$ cat config.mk
export PLATFORM = sky130hd
export DESIGN_NAME = fetch_stage_flat
export DESIGN_NICKNAME = d
export VERILOG_FILES = /design/src/rtl/fetch_if.sv /design/src/rtl/fetch_stage.sv /design/src/flat_wrapper.sv
export SDC_FILE = /design/constraint.sdc
export NUM_CORES = 1
export LEC_CHECK = 0
export CAP_MARGIN = 10
export CELL_PAD_IN_SITES_DETAIL_PLACEMENT = 0
export CELL_PAD_IN_SITES_GLOBAL_PLACEMENT = 1
export CORE_AREA = 2 2 146 148
export CTS_BUF_LIST = sky130_fd_sc_hd__clkbuf_16
export DETAILED_ROUTE_END_ITERATION = 8
export DIE_AREA = 0 0 148 150
export PLACE_DENSITY_LB_ADDON = 0.1
export SETUP_SLACK_MARGIN = 0.3
export SLEW_MARGIN = 10
export SYNTH_ARGS = -nofsm -noshare
export SYNTH_HDL_FRONTEND = slang
export SYNTH_SLANG_ARGS = --single-unit
$ cat constraint.sdc
create_clock -name clock -period 5.26 [get_ports clock]
set_input_delay 1.052 -clock clock [delete_from_list [all_inputs] [get_ports clock]]
set_output_delay 1.052 -clock clock [all_outputs]
set_load 0.01 [all_outputs]
$ cat src/rtl/fetch_if.sv
// Signal bundle between the IF stage (master) and its surroundings: hazard
// controls, redirect targets, instruction-memory handshake and the IF/ID outputs.
interface fetch_if;
    logic        pcWrite;
    logic        jumpStall;
    logic        ifIdFlush;
    logic        branchTaken;
    logic [31:0] branchTarget;
    logic        jumpTaken;
    logic [31:0] jumpTarget;
    logic [31:0] imemAddr;
    logic        imemReq;
    logic [31:0] imemData;
    logic        imemReady;
    logic [31:0] instrOut;
    logic [31:0] pcOut;
    logic [31:0] pcPlus4Out;
    logic        validOut;
    logic [1:0]  dbgState;

    // Handshake: a fetch completes on a rising edge where imemReq=1 and
    // imemReady=1; while imemReady=0 the stage keeps imemReq and imemAddr stable.
    modport master (
        input  pcWrite, jumpStall, ifIdFlush, branchTaken, branchTarget,
               jumpTaken, jumpTarget, imemData, imemReady,
        output imemAddr, imemReq, instrOut, pcOut, pcPlus4Out, validOut, dbgState
    );

    modport slave (
        output pcWrite, jumpStall, ifIdFlush, branchTaken, branchTarget,
               jumpTaken, jumpTarget, imemData, imemReady,
        input  imemAddr, imemReq, instrOut, pcOut, pcPlus4Out, validOut, dbgState
    );
endinterface

$ cat src/rtl/fetch_stage.sv
// MIPS32 IF stage: owns the PC, runs the instruction-memory request handshake
// and the IF/ID pipeline register, honouring stalls, flushes and redirects.
module fetch_stage #(
    parameter logic [31:0] RESET_PC  = 32'h0000_0000,
    parameter logic [31:0] NOP_INSTR = 32'h0000_0000
) (
    input  logic   clock,
    input  logic   reset,
    fetch_if.master bus
);
    typedef enum logic [1:0] {
        S_BOOT  = 2'd0,
        S_FETCH = 2'd1,
        S_WAIT  = 2'd2
    } state_t;

    state_t      r_state, w_state_nxt;
    logic [31:0] r_pc, w_pc_nxt;
    logic        r_pend_valid, w_pend_valid_nxt;
    logic [31:0] r_pend_target, w_pend_target_nxt;
    logic [31:0] r_instr, r_pc_out, r_pc_plus4;
    logic        r_valid;

    logic        w_req;
    logic        w_done;
    logic        w_redirect;
    logic [31:0] w_target;
    logic [31:0] w_pc_plus4;

    assign w_req      = (r_state != S_BOOT);
    assign w_done     = w_req && bus.imemReady;
    assign w_redirect = bus.branchTaken || bus.jumpTaken;
    assign w_target   = bus.branchTaken ? bus.branchTarget : bus.jumpTarget;
    assign w_pc_plus4 = r_pc + 32'd4;

    always_ff @(posedge clock or negedge reset) begin
        if (!reset) begin
            r_state       <= S_BOOT;
            r_pc          <= RESET_PC;
            r_pend_valid  <= 1'b0;
            r_pend_target <= 32'h0;
        end else begin
            r_state       <= w_state_nxt;
            r_pc          <= w_pc_nxt;
            r_pend_valid  <= w_pend_valid_nxt;
            r_pend_target <= w_pend_target_nxt;
        end
    end

    always_comb begin
        w_state_nxt       = r_state;
        w_pc_nxt          = r_pc;
        w_pend_valid_nxt  = r_pend_valid;
        w_pend_target_nxt = r_pend_target;
        case (r_state)
            S_BOOT:  w_state_nxt = S_FETCH;
            default: w_state_nxt = bus.imemReady ? S_FETCH : S_WAIT;
        endcase
        // An in-flight WAIT request must keep its address, so the target is parked.
        if (w_redirect && (r_state == S_WAIT) && !w_done) begin
            w_pend_valid_nxt  = 1'b1;
            w_pend_target_nxt = w_target;
        end else if (w_redirect) begin
            w_pc_nxt         = w_target;
            w_pend_valid_nxt = 1'b0;
        end else if (r_pend_valid) begin
            if (w_done) begin
                w_pc_nxt         = r_pend_target;
                w_pend_valid_nxt = 1'b0;
            end
        end else if (w_done && bus.pcWrite && !bus.jumpStall) begin
            w_pc_nxt = w_pc_plus4;
        end
    end

    always_ff @(posedge clock or negedge reset) begin
        if (!reset) begin
            r_instr    <= NOP_INSTR;
            r_pc_out   <= 32'h0;
            r_pc_plus4 <= 32'h0;
            r_valid    <= 1'b0;
        end else if (bus.ifIdFlush || w_redirect) begin
            r_instr    <= NOP_INSTR;
            r_pc_out   <= 32'h0;
            r_pc_plus4 <= 32'h0;
            r_valid    <= 1'b0;
        end else if (!bus.pcWrite) begin
            r_instr    <= r_instr;
            r_pc_out   <= r_pc_out;
            r_pc_plus4 <= r_pc_plus4;
            r_valid    <= r_valid;
        end else if (w_done && !bus.jumpStall && !r_pend_valid) begin
            r_instr    <= bus.imemData;
            r_pc_out   <= r_pc;
            r_pc_plus4 <= w_pc_plus4;
            r_valid    <= 1'b1;
        end else begin
            r_instr    <= NOP_INSTR;
            r_pc_out   <= 32'h0;
            r_pc_plus4 <= 32'h0;
            r_valid    <= 1'b0;
        end
    end

    assign bus.imemAddr   = r_pc;
    assign bus.imemReq    = w_req;
    assign bus.instrOut   = r_instr;
    assign bus.pcOut      = r_pc_out;
    assign bus.pcPlus4Out = r_pc_plus4;
    assign bus.validOut   = r_valid;
    assign bus.dbgState   = r_state;
endmodule

$ cat src/flat_wrapper.sv
// flat-port wrapper written by rule: the top's interface ports become plain ports
module fetch_stage_flat 
#(
    parameter logic [31:0] RESET_PC  = 32'h0000_0000,
    parameter logic [31:0] NOP_INSTR = 32'h0000_0000
)
  (clock, reset, bus_pcWrite, bus_jumpStall, bus_ifIdFlush, bus_branchTaken, bus_branchTarget, bus_jumpTaken, bus_jumpTarget, bus_imemData, bus_imemReady, bus_imemAddr, bus_imemReq, bus_instrOut, bus_pcOut, bus_pcPlus4Out, bus_validOut, bus_dbgState);
  fetch_if bus_i ();
  input  logic clock;
  input  logic reset;
  input wire logic [$bits(bus_i.pcWrite)-1:0] bus_pcWrite;
  input wire logic [$bits(bus_i.jumpStall)-1:0] bus_jumpStall;
  input wire logic [$bits(bus_i.ifIdFlush)-1:0] bus_ifIdFlush;
  input wire logic [$bits(bus_i.branchTaken)-1:0] bus_branchTaken;
  input wire logic [$bits(bus_i.branchTarget)-1:0] bus_branchTarget;
  input wire logic [$bits(bus_i.jumpTaken)-1:0] bus_jumpTaken;
  input wire logic [$bits(bus_i.jumpTarget)-1:0] bus_jumpTarget;
  input wire logic [$bits(bus_i.imemData)-1:0] bus_imemData;
  input wire logic [$bits(bus_i.imemReady)-1:0] bus_imemReady;
  output wire logic [$bits(bus_i.imemAddr)-1:0] bus_imemAddr;
  output wire logic [$bits(bus_i.imemReq)-1:0] bus_imemReq;
  output wire logic [$bits(bus_i.instrOut)-1:0] bus_instrOut;
  output wire logic [$bits(bus_i.pcOut)-1:0] bus_pcOut;
  output wire logic [$bits(bus_i.pcPlus4Out)-1:0] bus_pcPlus4Out;
  output wire logic [$bits(bus_i.validOut)-1:0] bus_validOut;
  output wire logic [$bits(bus_i.dbgState)-1:0] bus_dbgState;
  assign bus_i.pcWrite = bus_pcWrite;
  assign bus_i.jumpStall = bus_jumpStall;
  assign bus_i.ifIdFlush = bus_ifIdFlush;
  assign bus_i.branchTaken = bus_branchTaken;
  assign bus_i.branchTarget = bus_branchTarget;
  assign bus_i.jumpTaken = bus_jumpTaken;
  assign bus_i.jumpTarget = bus_jumpTarget;
  assign bus_i.imemData = bus_imemData;
  assign bus_i.imemReady = bus_imemReady;
  assign bus_imemAddr = bus_i.imemAddr;
  assign bus_imemReq = bus_i.imemReq;
  assign bus_instrOut = bus_i.instrOut;
  assign bus_pcOut = bus_i.pcOut;
  assign bus_pcPlus4Out = bus_i.pcPlus4Out;
  assign bus_validOut = bus_i.validOut;
  assign bus_dbgState = bus_i.dbgState;
  fetch_stage #(.RESET_PC(RESET_PC), .NOP_INSTR(NOP_INSTR)) u_core (.clock(clock), .reset(reset), .bus(bus_i));
endmodule
Word-level counts from Yosys, hierarchy flattened
Index checks and enable logic that the tools add are counted.
{"block": "op_classes", "add_sub_neg": 1, "n_reduce_logical": 17, "n_mux": 23, "bitwise_logic": 1, "eq_ne": 2}
{"cell": "32-bit 2-to-1 mux", "n": 14}
{"cell": "32-bit by 3-bit adder with 32-bit output, second input constant", "n": 1}
{"cell": "1-bit logical AND", "n": 7}
{"cell": "1-bit 2-to-1 mux", "n": 7}
{"cell": "2-bit 2-to-1 mux", "n": 2}
{"cell": "2-bit nonzero test", "n": 2}
{"cell": "1-bit zero test", "n": 3}
{"cell": "3-bit inequality test, second input constant", "n": 1}
{"cell": "3-bit AND reduction", "n": 1}
{"cell": "3-bit nonzero test", "n": 1}
{"cell": "2-bit == test, second input constant", "n": 1}
{"cell": "2-bit zero test", "n": 1}
{"cell": "1-bit logical OR", "n": 2}
{"cell": "1-bit NOT", "n": 1}
{"block": "word_totals", "inputBits": 104, "reg_bits": 164, "out_inout_bits": 132}

Logic depth before layout (Yosys ltp)
{"block": "depth", "ltp_word": 7, "ltp_mapped": 8, "depth_no_buf": 6}

Worst setup path before layout
Ideal clock, no wire load.
{"block": "synth_timing", "path_kind": "input -> register", "startpoint": "input port bus_branchTaken", "endpoint": "register u_core.r_instr[0], in the netlist u_core.bus.instrOut[0]", "path_slack_ns": 2.776, "setup_time_ns": 0.066, "arrival_ns": 2.418, "cell_stages": 6, "n_path_buf": 3, "cell_sequence": "or2_2 -> clkbuf_1 -> nor3_1 -> clkbuf_1 -> buf_2 -> a22o_1"}
{"block": "synth_via", "elab_chain_cells": 3, "word_cells_on_any_way": 4, "cone_classes": "1 x mux; 3 x reduce/logical"}
{"item": "start: declaration", "line_no": "flat_wrapper.sv:14", "text": "input wire logic [$bits(bus_i.branchTaken)-1:0] bus_branchTaken;"}
{"item": "1-bit logical OR (*)", "line_no": "fetch_stage.sv:32", "text": "assign w_redirect = bus.branchTaken || bus.jumpTaken;"}
{"item": "1-bit logical OR (*)", "line_no": "fetch_stage.sv:82", "text": "end else if (bus.ifIdFlush || w_redirect) begin"}
{"item": "32-bit 2-to-1 mux / 2-bit nonzero test (equally long branches)"}
{"item": "end signal: assignment", "line_no": "fetch_stage.sv:88", "text": "r_instr <= r_instr;"}
{"item": "end signal: assignment", "line_no": "fetch_stage.sv:93", "text": "r_instr <= bus.imemData;"}
{"item": "end: declaration", "line_no": "fetch_stage.sv:21", "text": "logic [31:0] r_instr, r_pc_out, r_pc_plus4;"}
Every way passes the cells marked *; elsewhere a longest branch is shown, timed or not.
A chain may end at the register's enable or synchronous reset.

Worst setup path after layout
{"block": "layout_timing", "startpoint": "input port bus_jumpTaken", "endpoint": "register u_core.r_pc_plus4[30], in the netlist u_core.bus.pcPlus4Out[30]"}
{"block": "layout_via", "elab_chain_cells": 3, "word_cells_on_any_way": 4, "cone_classes": "1 x mux; 3 x reduce/logical"}
{"item": "start: declaration", "line_no": "flat_wrapper.sv:16", "text": "input wire logic [$bits(bus_i.jumpTaken)-1:0] bus_jumpTaken;"}
{"item": "1-bit logical OR (*)", "line_no": "fetch_stage.sv:32"}
{"item": "1-bit logical OR (*)", "line_no": "fetch_stage.sv:82"}
{"item": "32-bit 2-to-1 mux / 2-bit nonzero test (equally long branches)"}
{"item": "end signal: assignment", "line_no": "fetch_stage.sv:90", "text": "r_pc_plus4 <= r_pc_plus4;"}
{"item": "end signal: assignment", "line_no": "fetch_stage.sv:95", "text": "r_pc_plus4 <= w_pc_plus4;"}
{"item": "end: declaration", "line_no": "fetch_stage.sv:21"}
Marks and branches as above.

==> metrics.txt <==
Clk Latency, worst-skew pair=420 ps; Final Power=3.33 mW; Post-Syn Area=7690 µm²; yosys warns=0; Critical Path AT=3580 ps; kind of critical path=in2reg; mean area per synthesized cell=10.0 µm²; Tmin final=3340 ps; Resized cells post-CTS=0; Port-buffer cells=235; quantity of hold-fixing buffers added after cts=0; Routed Antenna Nets=0; Rows=53; Clock Skew=17.2 ps; die area=22,200 µm²; Final Hold Vio Count=0; die extent in y=150 µm; EDFF count, synth=0; register-to-register setup slack=2580 ps; hold-critical path depth=2; Max Fclk=300 MHz; Initial DRC Count=516; Clock Pin Slew Worst Setup and Hold Paths=60 ps; Clock Sinks=162; VDD IR max=0.197 mV; Worst R2R Start=u_core.bus.imemAddr[2]; first-pass GRT wire length=37,000 µm; Max-cap violations=0; routability cong.=0.857; synth unique cells=48; P_leak=4.42 nW; RSZ-0062 raised after global routing=false; met2 Usage GRT=29.8%; area leader, netlist=dfrtp_1; status=complete, no violations; crit-path cells=clkdlybuf4s50_1, buf_4, or3_1, buf_4, or3_1, o21ai_0; number of global-route vias before repair=6,379; Pwr Density=308 nW/µm²; WL final=23,400 µm; grt ovf=0; chip width=148 µm; routed len/inst=18.7 µm; Vias/cell=5.42; hold_ws=480 ps; Startpoint Class=input port; Post-synth ARST share=100%; crit path from=bus_jumpTaken; DRT Pass-1 Iters=5; Core Region=20,700 µm²; final max-slew violation count=0; Synth Flop Type=dfrtp_1; share of cells above drive strength 1=5.92%; Syn-to-layout area delta=40.6%; routed vias=6,791; max_slew headroom=20.1%; initial antenna violation count=0; Slowest-stage cell, CP=or3_1; Largest delay share family, worst path=buffers and inverters; Net Count, Synth=871; Final HPWL DP=16,900 µm; met1 Resource Use GR=33.0%; top cell type's share of synthesized area=52.7%; final setup violation count=0; CTS Buf Count=17; HP Start=u_core.bus.pcPlus4Out[31]; #FFs+latches synth=162; CTS tree=done; Worst Slack Setup Final=1920 ps; design area=10,800 µm²; register area share after synthesis=52.7%; Clock Tree Root=clkbuf_16; largest net degree at the start of global routing=96; dpl ws=1480 ps; CP max FO=48; most used routing layer=met1; final net count=1,071; WP buf/inv=3; CP endpoint kind=flip-flop; GRT Total Usage=21.3%; Synth Instances=766; Setup Buffers After CTS=0; top post-synthesis cells by area=dfrtp_1, a22o_1, o21ai_0; Largest stage delay, worst path=930 ps; met3 Resource Use GR=4.54%; DRC viols=0; # IOs=236; Area after DPL=10,200 µm²; starting density of the core=37.2%; worst hold path class=reg2reg; H-tree levels=4; worst reg-to-reg path cell count=6; Final TNS setup=0 ps; Req. time, crit path=5500 ps; # diodes=0; CP Depth=6; worst-margin pin slew=1190 ps; clock buffer depth=2; fin crit share=63.5%
layer usage:
metal  part of all wire (%)  routed length [µm]  vias up
met5                      0                   0        -
met4                    1.2                 274        0
met3                    7.9                1840       15
met2                     42                9810      290
met1                     49               11500     3304
li1                       -                   -     3182
worst paths after layout:
kind	end
worst max-delay path	u_core.bus.pcPlus4Out[30]
worst min-delay path	u_core.bus.pcPlus4Out[31]
worst max register to register	u_core.bus.pcPlus4Out[22]
worst min register to register	u_core.bus.pcPlus4Out[31]
max in group asynchronous	u_core.bus.imemAddr[6]
min in group asynchronous	u_core.bus.instrOut[14]
worst min-delay path: stages, from the launching register on:
cell and delay, ps:
dfrtp_1 340, nand2_1 40, o21ai_0 60
layout make-up:
class / count / area [µm²]
fillers: 1897 / 9880
flip-flops and latches: 162 / 4050
multi-input cells: 529 / 3340
repair buffers: 245 / 2420
clock buffers: 17 / 425
well taps: 275 / 344
clock inverters: 15 / 178
inverters: 11 / 41.3
metrics by stage:
stage | cells | utilization, %
final | 1254 | 52.2
after detailed placement | 1222 | 49.3
after floorplan | 766 | -
after CTS | 1254 | 52.2
after global placement | 1222 | 49.3
after global routing | 1254 | 52.2
cells in the mapped netlist (4+ instances only):
cell,count
or3_1,7
a31oi_1,20
nand2b_1,17
mux2i_1,18
nor2_1,76
o21a_1,4
clkbuf_1,45
buf_2,13
dfrtp_1,162
xnor2_1,24
nand2_1,71
a22oi_1,29
and3_1,4
o21ai_0,74
o2bb2ai_1,17
nor3_1,8
inv_1,11
a221oi_1,11
nor4_1,5
o21ai_1,5
nand3_1,10
a21oi_1,32
a22o_1,57
xor2_1,4
cells by family after synthesis:
family | count (synthesis) | synth area share, %
adder cells (fa/ha/maj) | 1 | 0.163
XOR/XNOR | 28 | 3.19
flip-flops | 162 | 52.7
buffers and inverters | 75 | 4.07
AO/OA/AOI/OAI | 263 | 23.2
AND/OR/NAND/NOR | 217 | 14.0
multiplexers | 20 | 2.64
power breakdown:
part | switching [mW] | internal (mW) | leakage (nW) | total, mW
registers | 0.140 | 1.36 | 2.11 | 1.50
logic | 0.277 | 0.280 | 2.00 | 0.557
clock network | 0.488 | 0.783 | 0.310 | 1.27
total | 0.905 | 2.42 | 4.42 | 3.33
flip-flops by register name, indices dropped and copies added (netlist names):
register / count
u_core.bus.pcOut: 30
u_core.bus.dbgState: 2
u_core.r_pend_target: 32
u_core.bus.instrOut: 32
u_core.r_pend_valid: 1
u_core.bus.validOut: 1
u_core.bus.imemAddr: 32
u_core.bus.pcPlus4Out: 32
layout by cell type (no fill, tap or decap), types with 3 or more instances in the layout:
| cell | count |
|---|---|
| a21oi_1 | 32 |
| or3_1 | 7 |
| nor4_2 | 3 |
| a22o_1 | 57 |
| nand2b_1 | 17 |
| nor4_4 | 3 |
| inv_1 | 16 |
| o22ai_1 | 3 |
| bufinv_16 | 4 |
| dfrtp_1 | 162 |
| nor4_1 | 5 |
| nor3_1 | 6 |
| xor2_1 | 4 |
| clkbuf_16 | 17 |
| o21ai_0 | 73 |
| clkdlybuf4s50_1 | 233 |
| a31oi_1 | 20 |
| o21ai_1 | 6 |
| o2bb2ai_1 | 17 |
| and3_1 | 4 |
| nand3_1 | 10 |
| nor2_1 | 76 |
| o21a_1 | 4 |
| mux2i_1 | 18 |
| nand2_1 | 71 |
| buf_4 | 10 |
| a221oi_1 | 11 |
| o211ai_1 | 3 |
| nand4_1 | 3 |
| a22oi_1 | 29 |
| xnor2_1 | 24 |
No activity file was read; power rests on OpenSTA's default activity.
